File: src/rtl/mesh_hs_pkg.sv
// Shared types and helpers for the mesh pending/pop handshake checker.
package mesh_hs_pkg;

    typedef enum logic [1:0] {
        StIdle = 2'd0,
        StWait = 2'd1,
        StLate = 2'd2
    } hs_state_e;

    // Bit positions inside a channel's error strobe vector.
    typedef enum logic [1:0] {
        ErrPop      = 2'd0,
        ErrTimeout  = 2'd1,
        ErrWithdraw = 2'd2,
        ErrData     = 2'd3
    } err_type_e;

    localparam int unsigned NumErr = 4;

    // Latency counter width: must hold MAX_LAT+1, the saturated late latency.
    function automatic int unsigned lat_w(input int unsigned max_lat);
        return $clog2(max_lat + 2);
    endfunction

endpackage

File: src/rtl/mesh_hs_chk_ch.sv
// One channel of the handshake checker: protocol FSM, latency counter,
// captured payload, and single-cycle error / completion strobes.
module mesh_hs_chk_ch
    import mesh_hs_pkg::*;
#(
    parameter int unsigned DATA_W  = 40,
    parameter int unsigned MAX_LAT = 100,
    parameter int unsigned LAT_W   = 7
) (
    input  logic              clk_i,
    input  logic              rst_ni,
    input  logic              pndng_i,
    input  logic              pop_i,
    input  logic [DATA_W-1:0] data_i,
    output logic [NumErr-1:0] err_o,
    output logic              done_o,
    output logic [LAT_W-1:0]  done_lat_o
);

    localparam logic [LAT_W-1:0] MaxLat  = LAT_W'(MAX_LAT);
    localparam logic [LAT_W-1:0] LateLat = LAT_W'(MAX_LAT + 1);

    hs_state_e         state_q, state_d;
    logic [LAT_W-1:0]  lat_q, lat_d;
    logic [DATA_W-1:0] cap_q, cap_d;
    logic              pndng_q;

    // State register plus the latency counter, captured data and previous pndng.
    always_ff @(posedge clk_i or negedge rst_ni) begin
        if (!rst_ni) begin
            state_q <= StIdle;
            lat_q   <= '0;
            cap_q   <= '0;
            pndng_q <= 1'b0;
        end else begin
            state_q <= state_d;
            lat_q   <= lat_d;
            cap_q   <= cap_d;
            pndng_q <= pndng_i;
        end
    end

    // Next-state logic; lat tracks the cycle index since the request started.
    always_comb begin
        state_d = state_q;
        lat_d   = lat_q;
        cap_d   = cap_q;
        unique case (state_q)
            StIdle: begin
                if (pndng_i && !pop_i) begin
                    state_d = StWait;
                    lat_d   = LAT_W'(1);
                    cap_d   = data_i;
                end
            end
            StWait: begin
                if (pop_i || !pndng_i) begin
                    state_d = StIdle;
                    lat_d   = '0;
                end else if (lat_q == MaxLat) begin
                    state_d = StLate;
                end else begin
                    lat_d = lat_q + LAT_W'(1);
                end
            end
            StLate: begin
                if (pop_i || !pndng_i) begin
                    state_d = StIdle;
                    lat_d   = '0;
                end
            end
            default: begin
                state_d = StIdle;
                lat_d   = '0;
            end
        endcase
    end

    // Output strobes: errors and completion for the current sample.
    always_comb begin
        err_o      = '0;
        done_o     = 1'b0;
        done_lat_o = '0;
        unique case (state_q)
            StIdle: begin
                if (pndng_i && pop_i) begin
                    done_o = 1'b1;
                end else if (!pndng_i && pop_i && !pndng_q) begin
                    // A pop right after pndng fell is a legal trailing pop.
                    err_o[ErrPop] = 1'b1;
                end
            end
            StWait: begin
                if (pop_i) begin
                    done_o     = 1'b1;
                    done_lat_o = lat_q;
                end else if (!pndng_i) begin
                    err_o[ErrWithdraw] = 1'b1;
                end else if (lat_q == MaxLat) begin
                    err_o[ErrTimeout] = 1'b1;
                end
                if (pndng_i && (data_i != cap_q)) err_o[ErrData] = 1'b1;
            end
            StLate: begin
                if (pop_i) begin
                    done_o     = 1'b1;
                    done_lat_o = LateLat;
                end
                if (pndng_i && (data_i != cap_q)) err_o[ErrData] = 1'b1;
            end
            default: ;
        endcase
    end

endmodule

File: config.mk
export PLATFORM = sky130hd
export DESIGN_NAME = mesh_hs_chk_ch
export DESIGN_NICKNAME = d
export VERILOG_FILES = /design/src/rtl/mesh_hs_pkg.sv /design/src/rtl/mesh_hs_chk_ch.sv
export SDC_FILE = /design/constraint.sdc
export NUM_CORES = 1
export LEC_CHECK = 0
export BUFFER_PORTS_ARGS = -buffer_cell sky130_fd_sc_hd__clkbuf_2
export CAP_MARGIN = 25
export CORE_MARGIN = 3
export CORE_UTILIZATION = 59
export CTS_CLUSTER_SIZE = 14
export DETAILED_ROUTE_END_ITERATION = 16
export GPL_TIMING_DRIVEN = 0
export PLACE_DENSITY_LB_ADDON = 0.05
export SLEW_MARGIN = 20
export SYNTH_ARGS = -nofsm -noshare
export SYNTH_HDL_FRONTEND = slang
export SYNTH_SLANG_ARGS = --single-unit
export TNS_END_PERCENT = 100
File: constraint.sdc
create_clock -name clk_i -period 4.2 [get_ports clk_i]
set_input_delay 0.21 -clock clk_i [delete_from_list [all_inputs] [get_ports clk_i]]
set_output_delay 0.21 -clock clk_i [all_outputs]
set_load 0.02 [all_outputs]
---- After elaboration in Yosys (flattened, before gate mapping) ----
Cells that the tools add are included.
word-level totals
  register bits after elaboration ......... 50
  latch bits .............................. 0
  RAM bits ................................ 0
  ROM bits ................................ 0
  input bits .............................. 44
  word-level logic and storage cells ...... 53
  memories ................................ 0
cells by class
  add/subtract/negate cells ............... 1
  multiply operators ...................... 0
  divide/modulo/power cells ............... 0
  order comparisons ....................... 0
  equal/unequal tests ..................... 8
  shift-type cells ........................ 0
  multiplexer cells ....................... 26
  bitwise operators ....................... 0
  reductions and logical operators ........ 14
operators with widths
  cell                   number
  $mux W7                6
  $ne A40 B40 Y1         1
  $pmux W7 S3            1
  $pmux W7 S2            1
  $mux W2                6
  $mux W1                10
  $add A7 B1 Y7 const B  1
  $eq A7 B7 Y1 const B   1
  $ne A3 B3 Y1 const B   2
  $pmux W2 S3            1
  $reduce_and A3 Y1      2
  $logic_and A1 B1 Y1    5
  $ne A2 B2 Y1 const B   2
  $logic_not A1 Y1       3
  $eq A2 B1 Y1 const B   1
  $eq A2 B2 Y1 const B   1
  $logic_not A2 Y1       1
  $pmux W1 S2            1
  $reduce_and A2 Y1      1
  $reduce_or A2 Y1       1
  $logic_or A1 B1 Y1     1

---- Depth between registers and ports, before layout ----
Gate-level depths: netlist of the first run.
  depth after elaboration ................. 6
  mapped depth ............................ 7

---- Worst setup path before layout of the first run ----
OpenSTA, ideal clock, no wires.
  path kind ............................... reg2out
  start point ............................. reg state_q[0]
  end point ............................... out err_o[0]
  arrival ................................. 1.470 ns
  required time ........................... 3.990 ns
  setup slack ............................. 2.520 ns
  stages on the path, launching flop included .. 4
  cells stage by stage .................... dfrtp_1 > inv_1 > ha_1 > nor4bb_1
on the way
  word-level cells in the longest chain between the ends .. 2
RTL lines
  what                    line                  RTL
  start, declared         mesh_hs_chk_ch.sv:23  hs_state_e state_q, state_d;
  start signal, assigned  mesh_hs_chk_ch.sv:31  state_q <= StIdle;
  start signal, assigned  mesh_hs_chk_ch.sv:36  state_q <= state_d;
  $logic_not A2 Y1        mesh_hs_chk_ch.sv:84  unique case (state_q)
  $mux W1                 mesh_hs_chk_ch.sv:84
  end, declared           mesh_hs_chk_ch.sv:15  output logic [NumErr-1:0] err_o,
No other way between the ends.

---- Worst setup path after layout of the first run ----
  start point ............................. reg state_q[1]
  end point ............................... out err_o[1]
on the way
  word-level cells in the longest chain between the ends .. 2
RTL lines
  what          line
  $eq A2 B1 Y1  mesh_hs_chk_ch.sv:84
  $mux W2       mesh_hs_chk_ch.sv:84
No other way between the ends.

==> impl_metrics.py, run 1 <==
metrics = {
    "outcome": {
        "outcome": "complete, no violations",
    },
    "global_route": {
        "globalRoute.totalOverflow": 0,
        "grt_pass1_vias": 1901,
        "grt_max_degree": 51,
        "grt_util_all_layers_pct": 19.8,
        "antenna_found_initial": 0,
        "grt_pass1_wl_um": 8230,
    },
    "logic_synthesis": {
        "synth.net_count": 269,
        "synth_top_family_by_area": "multiplexers",
        "synth_cell_type_count": 36,
        "synth-async-reset-ratio_pct": 100,
        "synth_area_um2": 2680,
        "syn_avg_cell_area_um2": 12.2,
        "yosys_register_bits": 50,
        "ys_seq_area_share_pct": 46.6,
        "synthCells": 219,
        "synth-xor-area-share_pct": 13.1,
        "synth_mux_area_share_pct": 18.8,
        "synth_edf_count": 0,
        "synthSimpleGateAreaFrac_pct": 9.89,
        "synth_fa_ha_area_share_pct": 2.80,
        "synth-compound-area-share_pct": 6.25,
        "yosysWarnings": 0,
        "synth_ff_type": "dfrtp_1",
    },
    "sta": {
        "finClkSkew_ns": 0.00588,
        "hold_viol": 0,
        "rsz0062_at_grt": "false",
        "max_freq_ghz": 0.481,
        "min_period_ns": 2.08,
        "min_period_over_period_pct": 49.5,
        "maxSlewViolCount": 0,
        "maxSlewHeadroom_pct": 55.9,
        "finalSetupViolCount": 0,
        "fin_setup_tns_ns": 0,
        "whs_ns": 0.113,
        "max_slew.worst_pin.slew_ns": 0.661,
    },
    "die": {
        "start_util_pct": 63.8,
        "dieWidth_um": 73.4,
        "core_um2": 4200,
        "io_pins": 56,
        "die_h_um": 73.4,
        "row_count": 23,
        "die_area_um2": 5390,
    },
    "clocking": {
        "cts_tree": "done",
        "cts.sinks": 50,
        "htree_levels": 2,
        "clockBufferDepth": 2,
        "clock_latency_ns": 0.30,
        "cts-root-buf": "clkbuf_8",
        "cts_buffers": 5,
        "cts_resized": 0,
        "cts.clk_slew.worst_paths_ns": 0.08,
    },
    "detailed_routing": {
        "routed_via_density": 5.50,
        "first_pass_iters": 4,
        "postRouteWirelength_um": 4890,
        "wire_per_inst_um": 14.7,
        "vias": 1827,
        "drt_iter0_drc": 88,
        "antenna_left": 0,
        "drcViolationCount": 0,
    },
    "placed_design": {
        "gp_congestion": 0.854,
        "place_inst": 324,
        "io_buffer_count": 55,
        "dp_hpwl_um": 3670,
    },
    "final_layout": {
        "fin_cells": 332,
        "n_antenna_cell": 0,
        "mostFrequentLayoutCells": "54 x clkbuf_2, 50 x dfrtp_1, 36 x mux2_2, 32 x xnor2_1, 10 x a21oi_1",
        "nFillCells": 313,
        "drive_above_1_share_pct": 39.4,
        "nNetsFinal": 332,
        "final_common_cell": "clkbuf_2",
        "areaGrowthSynthToFinish_pct": 17.3,
    },
    "critical_path": {
        "reg2reg_from": "state_q[1]",
        "crit_path_start": "state_q[1]",
        "crit_fanout": 10,
        "path_class": "reg2out",
        "required_ns": 3.99,
        "arrival_ns": 1.87,
        "critPathCaptureType": "output pin",
        "start_kind": "register",
        "crit_path_end": "err_o[1]",
        "r2r_cells": 7,
        "r2r-end": "lat_q[5]",
        "r2r_setup_slack_ns": 2.46,
    },
    "pwr": {
        "vdd_ir_drop_max_uv": 289,
        "p_leak_nw": 1.43,
        "powerDensity_nw_per_um2": 591,
        "power_w": 0.00186,
    },
    "worst_hold_path": {
        "min_path_type": "in2reg",
    },
    "flow_run": {
        "drv_cap": 0,
    },
}
logic make-up after synthesis:
kind of cell / after synthesis
buf+inv: 10
simple gates: 43
compound gates: 27
xor+xnor: 40
fa+ha+maj: 6
flops: 50
mux: 43
state kept, by name, indices dropped and copies added (netlist names):
| signal | flops |
|---|---|
| cap_q | 40 |
| lat_q | 7 |
| pndng_q | 1 |
| state_q | 2 |
per-stage QoR:
step	setup WS (ns)	instance area, um^2	utilization, %
after global placement	2.47	3020	71.9
after detailed placement	2.48	3020	71.9
final	2.12	3150	74.9
after global routing	2.01	3150	74.9
after CTS	2.13	3150	74.9
after floorplan	2.52	2680	-
critical path, cell delays in order (launching register included):
cell,delay (ns)
dfrtp_1,0.44
inv_1,0.10
ha_1,0.15
clkbuf_1,0.31
nand3b_1,0.26
nor2_1,0.14
clkbuf_2,0.18
power by group:
part           leakage, nW  switching (W)  internal (W)  total [W]
logic                0.769       0.000271      0.000407   0.000679
registers            0.605       0.000145      0.000693   0.000838
clock network       0.0573       0.000150      0.000191   0.000341
Yosys cell counts, types with 2 or more instances:
| master | instances | area (um^2) |
|---|---|---|
| dfrtp_1 | 50 | 1250 |
| o31ai_1 | 2 | 15.0 |
| inv_1 | 5 | 18.8 |
| nand3_1 | 2 | 10.0 |
| and3_1 | 5 | 31.3 |
| mux2_2 | 36 | 405 |
| nor2_1 | 7 | 26.3 |
| mux2_4 | 6 | 90.1 |
| nand4_1 | 8 | 50.1 |
| a21o_1 | 2 | 15.0 |
| o21ai_0 | 6 | 30.0 |
| a21oi_1 | 10 | 50.1 |
| buf_6 | 4 | 45.0 |
| nand3b_1 | 3 | 22.5 |
| nor4_1 | 4 | 25.0 |
| a31oi_1 | 2 | 12.5 |
| nand2_1 | 2 | 7.51 |
| ha_1 | 6 | 75.1 |
| xor2_1 | 8 | 70.1 |
| nor3b_1 | 3 | 22.5 |
| xnor2_1 | 32 | 280 |
| and2_1 | 2 | 12.5 |
worst min path at each step:
stage | cells after the start | end | start | slack, ns
global route | 1 | pndng_q | pndng_i | 0.11
finish | 1 | pndng_q | pndng_i | 0.11
global placement | 1 | pndng_q | pndng_i | 0.41
floorplan | 0 | cap_q[0] | rst_ni | -0.09
detailed placement | 1 | cap_q[30] | rst_ni | 0.32
CTS | 1 | pndng_q | pndng_i | 0.11
metal layers:
layer  part of all wire [%]  vias to the layer above  track usage (%)
met2                     48                       40             33.7
li1                       -                      910                -
met4                   0.70                        0             4.02
met3                    5.2                        6             5.75
met5                      0                        -                0
met1                     46                      871             25.1
area by class of cell:
cell class	count	area (um^2)	share of cell area, %
Inverter	5	18.8	0.597
Tap cell	50	62.6	1.99
Timing Repair Buffer	56	288	9.15
Sequential cell	50	1250	39.8
Clock buffer	6	82.6	2.63
Multi-Input combinational cell	159	1360	43.4
Clock inverter	1	30.0	0.955
Buffer	5	48.8	1.55
timing repair:
| item | in CTS | in global routing |
|---|---|---|
| endpoints found under the hold margin | 50 | 0 |
| buffers inserted | 0 | 0 |
| hold buffers | 1 | 0 |
Power figures use the tool's default switching activity.
==> run 2, diff against run 1 <==
- CORE_UTILIZATION: 59 -> 49
- clock period: 4.2 -> 1.7 ns (I/O delays scaled with it)
==> run 2 against run 1 <==
The flow now finishes with violations (setup timing). Non-clock buffer count grew 9. Die area grew 19%. First-iteration DRC count shrank 32%. Via count grew 3.9%. Combinational power grew to 2.8 times the previous value. Global-route usage shrank 2.0 points. Register-to-register slack lost 2.4 ns. Utilization shrank 11 points. Clock-buffer cell count is the same. Critical path type unchanged. Largest power group unchanged.
==> impl_metrics.py, run 2 (synthesized netlist as in run 1, its figures left out) <==
metrics = {
    "worst_hold_path": {
        "min_from": "data_i[33]",
        "whs_path_depth": 2,
        "min_path_type": "in2reg",
        "hold_end": "cap_q[33]",
    },
    "detailed_routing": {
        "wire_per_inst_um": 14.7,
        "vias": 1898,
        "first_pass_iters": 4,
        "postRouteWirelength_um": 5310,
        "antenna_left": 0,
        "routed_via_density": 5.24,
        "drcViolationCount": 0,
        "drt_iter0_drc": 60,
    },
    "die": {
        "dieWidth_um": 80.0,
        "io_pins": 56,
        "die_h_um": 80.0,
        "row_count": 26,
        "core_um2": 5200,
        "start_util_pct": 51.5,
        "die_area_um2": 6400,
    },
    "sta": {
        "rsz0062_at_grt": "true",
        "max_slew.worst_pin.slew_ns": 0.697,
        "setup_slack_ns": -0.0759,
        "min_period_over_period_pct": 104,
        "min_period_ns": 1.78,
        "finalSetupViolCount": 1,
        "max_freq_ghz": 0.563,
        "maxSlewViolCount": 0,
        "hold_viol": 0,
        "finClkSkew_ns": 0.00502,
        "whs_ns": 0.0363,
        "maxSlewHeadroom_pct": 53.5,
    },
    "critical_path": {
        "crit_family": "simple AND/OR/NAND/NOR gates",
        "critPathCaptureType": "output pin",
        "start_kind": "register",
        "arrival_ns": 1.69,
        "max_stage_delay_ns": 0.39,
        "r2r_cells": 5,
        "crit_buf_inv": 1,
        "path_cells": "xnor2_1 -> nand4_1 -> nor4_4 -> a41oi_1 -> buf_4",
        "path_class": "reg2out",
        "r2r-end": "state_q[0]",
        "slowest_stage": "dfrtp_1",
        "crit_cells": 5,
        "required_ns": 1.62,
        "crit_fanout": 2,
        "reg2reg_from": "state_q[1]",
        "r2r_setup_slack_ns": 0.09,
    },
    "clocking": {
        "clock_latency_ns": 0.30,
        "clockBufferDepth": 2,
        "cts.clk_slew.worst_paths_ns": 0.09,
        "htree_levels": 2,
        "cts_buffers": 5,
        "cts.sinks": 50,
        "cts-root-buf": "clkbuf_8",
        "cts_tree": "done",
    },
    "placed_design": {
        "gp_congestion": 0.818,
        "placedInstanceArea_um2": 3050,
        "dp_hpwl_um": 3760,
        "io_buffer_count": 55,
    },
    "final_layout": {
        "reg_top3": "cap_q: 40 flops, lat_q: 7 flops, state_q: 2 flops",
        "finish.utilization_pct": 63.8,
        "final_common_cell": "dfrtp_1",
        "largest_register_ff_count": 40,
        "mostFrequentLayoutCells": "49 x dfrtp_1, 46 x clkbuf_2, 36 x mux2_2, 32 x xnor2_1, 10 x a21oi_1",
        "drive_above_1_share_pct": 46.2,
        "nFillCells": 424,
        "postLayoutCellArea_um2": 3320,
        "largest-register": "cap_q",
        "nNetsFinal": 341,
        "areaGrowthSynthToFinish_pct": 23.7,
        "n_antenna_cell": 0,
    },
    "pwr": {
        "powerDensity_nw_per_um2": 1410,
        "vdd_ir_drop_max_uv": 627,
        "power_w": 0.00467,
        "p_leak_nw": 1.49,
    },
    "global_route": {
        "grt_pass1_vias": 1901,
        "grt_pass1_wl_um": 8780,
        "grt_util_all_layers_pct": 17.8,
        "antenna_found_initial": 0,
        "grt_max_degree": 51,
        "globalRoute.totalOverflow": 0,
    },
    "flow_run": {
        "drv_cap": 0,
    },
    "outcome": {
        "violations": "setup timing",
        "outcome": "finished with violations",
    },
}
==> run 2: changes by cell type in the layout (fill, tap and decap cells not counted), moves of 2 or more <==
cell | previous run | this run
buf_4 | 0 | 9
clkbuf_2 | 54 | 46
buf_2 | 0 | 5
ha_1 | 6 | 2
inv_1 | 5 | 1
inv_2 | 0 | 4
ha_4 | 0 | 3
buf_6 | 4 | 6
nor4_1 | 4 | 2
==> run 2: repair_timing <==
action / CTS / global route
endpoints found under the hold margin: 51 / 0
hold buffers: 2 / 0
setup endpoints to repair: 14 / 16
buffers inserted: 5 / 3
gates resized for setup: 8 / 27
pin swaps: 4 / 6
==> run 2: stage by stage <==
stage | cells | setup TNS [ns] | setup WS, ns
final | 362 | -0.0759 | -0.0759
after detailed placement | 344 | -0.00391 | -0.00391
after global placement | 344 | 0 | 0.0306
after CTS | 359 | -0.196 | -0.102
after global routing | 362 | -0.175 | -0.157
after floorplan | 219 | 0 | 0.145
==> run 2: worst max-delay path by stage <==
stage,start,end,slack (ns)
3_3_place_gp,state_q[1],lat_q[5],0.03
4_1_cts,cap_q[23],err_o[3],-0.10
3_5_place_dp,state_q[1],lat_q[6],-0.004
2_1_floorplan,state_q[0],err_o[0],0.15
6_report,cap_q[23],err_o[3],-0.08
5_1_grt,cap_q[13],err_o[3],-0.16
==> run 2: worst register-to-register path: cells and delay by family (launching register included) <==
family                   cells  cell delay [ns]
AO/OA/AOI/OAI                1             0.14
adder cells (fa/ha/maj)      1             0.21
buffers and inverters        1             0.14
flip-flops                   1             0.40
multiplexers                 2             0.61
==> run 2: power breakdown <==
group          internal, W  total (W)  leakage [nW]  switching, W
clock             0.000328   0.000726        0.0472      0.000398
combinational      0.00114    0.00190         0.839      0.000756
sequential         0.00171    0.00205         0.604      0.000338
==> run 2: layer usage <==
metal	vias to the layer above	track usage, %	wire length [um]
met5	-	0	0
met4	0	5.07	49
met3	5	3.39	247
met2	43	28.6	2540
met1	922	24.3	2480
li1	928	-	-
==> run 2: final cells by class <==
| type | count | area, um^2 | share of cell area [%] |
|---|---|---|---|
| tap | 70 | 87.6 | 2.64 |
| inverter | 5 | 18.8 | 0.565 |
| sequential | 50 | 1250 | 37.7 |
| multi-input combinational | 159 | 1440 | 43.4 |
| timing repair buffer | 65 | 369 | 11.1 |
| clock buffer | 6 | 82.6 | 2.49 |
| clock inverter | 2 | 12.5 | 0.377 |
| buffer | 5 | 56.3 | 1.70 |
==> run 3, diff against run 2 <==
- ABC_AREA: not set -> 1
- CORE_UTILIZATION: 49 -> 50
==> run 3 against run 2 <==
The flow now finishes without violations. Cell count rose by 42%. Sequential power barely moved. Total power down 0.66%. Combinational power about the same. Clock power up 2%. Register-to-register slack improved by 0.18 ns. Clock skew grew 0.0062 ns. Critical path type unchanged. Largest power group unchanged.
==> impl_metrics.py, run 3 <==
metrics = {
    "outcome": {
        "outcome": "complete, no violations",
    },
    "logic_synthesis": {
        "synthMostInstantiatedCell": "nand2_1",
        "synth_top_area_share_pct": 42.8,
        "synth_cell_type_count": 24,
        "yosys-top-cells-area": "dfrtp_1 43%, nand2_1 16%, inv_1 7.6%",
        "synth_common_cells": "121 x nand2_1, 59 x inv_1, 50 x dfrtp_1",
        "synth_ff_type": "dfrtp_1",
        "synth-async-reset-ratio_pct": 100,
        "synthCells": 373,
        "synth.net_count": 423,
        "yosys_register_bits": 50,
        "yosysTopAreaCell": "dfrtp_1",
        "ys_seq_area_share_pct": 42.8,
        "synth_area_um2": 2920,
        "syn_avg_cell_area_um2": 7.83,
        "synth_edf_count": 0,
        "yosysWarnings": 0,
    },
    "die": {
        "start_util_pct": 52.4,
        "dieWidth_um": 82.4,
        "core_um2": 5570,
        "io_pins": 56,
        "die_area_um2": 6800,
        "die_h_um": 82.4,
        "row_count": 27,
    },
    "clocking": {
        "cts.clk_slew.worst_paths_ns": 0.11,
        "cts_tree": "done",
        "htree_levels": 2,
        "cts_buffers": 5,
        "clock_latency_ns": 0.31,
        "cts-root-buf": "clkbuf_8",
        "cts.sinks": 50,
        "clockBufferDepth": 2,
    },
    "final_layout": {
        "multi_input_area_um2": 1460,
        "largest_register_ff_count": 40,
        "nNetsFinal": 491,
        "regArea_um2": 1250,
        "final_common_cell": "nand2_1",
        "reg_top3": "cap_q: 40 flops, lat_q: 7 flops, state_q: 2 flops",
        "mostFrequentLayoutCells": "120 x nand2_1, 57 x inv_1, 50 x dfrtp_1, 48 x clkbuf_2, 36 x nor2_1",
        "n_antenna_cell": 0,
        "largest-register": "cap_q",
        "finish.utilization_pct": 62.9,
        "fin_cells": 514,
        "nFillCells": 495,
        "areaGrowthSynthToFinish_pct": 20.0,
        "drive_above_1_share_pct": 24.4,
    },
    "global_route": {
        "grt_pass1_vias": 2185,
        "antenna_found_initial": 0,
        "globalRoute.totalOverflow": 0,
        "grt_max_degree": 51,
        "grt_util_all_layers_pct": 18.5,
        "grt_pass1_wl_um": 9670,
    },
    "critical_path": {
        "arrival_ns": 1.54,
        "r2r_cells": 9,
        "r2r-end": "lat_q[3]",
        "path_class": "reg2out",
        "crit_path_end": "err_o[1]",
        "crit_fanout": 4,
        "r2r_setup_slack_ns": 0.27,
        "start_kind": "register",
        "critPathCaptureType": "output pin",
        "reg2reg_from": "state_q[0]",
        "required_ns": 1.62,
        "crit_path_start": "state_q[0]",
    },
    "sta": {
        "min_period_ns": 1.63,
        "fin_setup_tns_ns": 0,
        "finalSetupViolCount": 0,
        "min_period_over_period_pct": 95.6,
        "maxSlewHeadroom_pct": 53.8,
        "hold_viol": 0,
        "finClkSkew_ns": 0.0113,
        "setup_slack_ns": 0.0749,
        "rsz0062_at_grt": "true",
        "max_freq_ghz": 0.615,
        "maxSlewViolCount": 0,
        "max_slew.worst_pin.slew_ns": 0.693,
    },
    "pwr": {
        "p_leak_nw": 1.94,
        "powerDensity_nw_per_um2": 1320,
        "vdd_ir_drop_max_uv": 630,
    },
    "placed_design": {
        "dp_hpwl_um": 4160,
        "io_buffer_count": 55,
        "dp_slack_ns": 0.130,
        "gp_congestion": 0.762,
        "place_inst": 500,
    },
    "detailed_routing": {
        "postRouteWirelength_um": 5760,
        "vias": 2387,
        "drcViolationCount": 0,
        "routed_via_density": 4.64,
        "antenna_left": 0,
        "wire_per_inst_um": 11.2,
        "drt_iter0_drc": 84,
        "first_pass_iters": 4,
    },
    "flow_run": {
        "drv_cap": 0,
    },
    "worst_hold_path": {
        "min_path_type": "in2reg",
    },
}
-- run 3: cell count changes in the layout (fill, tap and decap cells not counted), sizes merged, moves of 5 or more --
cell | previous run | this run
nand2 | 3 | 124
inv | 5 | 62
nor2 | 7 | 39
xnor2 | 32 | 0
o21ai | 6 | 33
mux2 | 42 | 17
xor2 | 8 | 18
nand4 | 8 | 1
buf | 20 | 14
a21oi | 11 | 6
and3 | 5 | 0
nand3 | 2 | 7
-- run 3: per-layer routing --
metal	wire [um]	share of wire [%]	up-vias	global-route usage, %
met5	0	0	-	0
met3	265	4.6	6	3.69
li1	-	-	1272	-
met1	2730	47	1062	25.2
met4	65	1.1	0	4.98
met2	2700	47	47	29.9
-- run 3: kinds of logic after synthesis --
kind of cell / synth area share (%)
muxes: 8.35
buffers and inverters: 9.29
and+or+nand+nor: 24.1
AOI/OAI and AO/OA: 7.45
DFF: 42.8
xor gates and xnor gates: 5.40
adders and majority gates: 2.57
-- run 3: power by group --
group | switching (W) | internal [W] | leakage, nW
Sequential | 0.000341 | 0.00168 | 0.620
Combinational | 0.000948 | 0.000931 | 1.27
Clock | 0.000443 | 0.000298 | 0.0447
Total | 0.00173 | 0.00291 | 1.94
-- run 3: worst max-delay path, cell delays in order, from the launching register on --
cell	delay (ns)
dfrtp_1	0.39
buf_4	0.15
ha_4	0.17
inv_1	0.15
nor2_4	0.05
nand2_2	0.11
inv_1	0.05
buf_4	0.15
-- run 3: what timing repair did --
action                                  in CTS  in global routing
endpoints found under the hold margin       51                  0
hold buffers                                 2                  0
buffers inserted                             3                  1
resized for setup                            8                 21
pin swaps                                    1                  2
endpoints found under the setup margin      10                  7
-- run 3: worst min path at each step --
stage               slack (ns)  depth (start not counted)  endpoint       from
finish                    0.02                          2  cap_q[9]  data_i[9]
floorplan                -0.21                          0  cap_q[0]     rst_ni
global route              0.01                          2  cap_q[9]  data_i[9]
detailed placement        0.21                          1  lat_q[3]     rst_ni
CTS                       0.01                          2  cap_q[9]  data_i[9]
global placement          0.31                          1   pndng_q    pndng_i
-- run 3: final cells by class --
cell class	instances	share of cell area, %
multi-input combinational	256	41.6
sequential	50	35.7
timing repair buffer	61	9.71
inverter	61	6.60
tap	72	2.57
clock buffer	5	1.96
buffer	6	1.14
clock inverter	3	0.714
-- run 3: per-stage QoR --
stage                     hold WS, ns  power (W)  cell area (um^2)
after floorplan                -0.211    0.00339              2920
after global placement          0.309    0.00373              3290
after detailed placement        0.209    0.00380              3290
after CTS                      0.0124    0.00463              3450
after global routing           0.0134    0.00506              3510
final                          0.0208    0.00464              3510
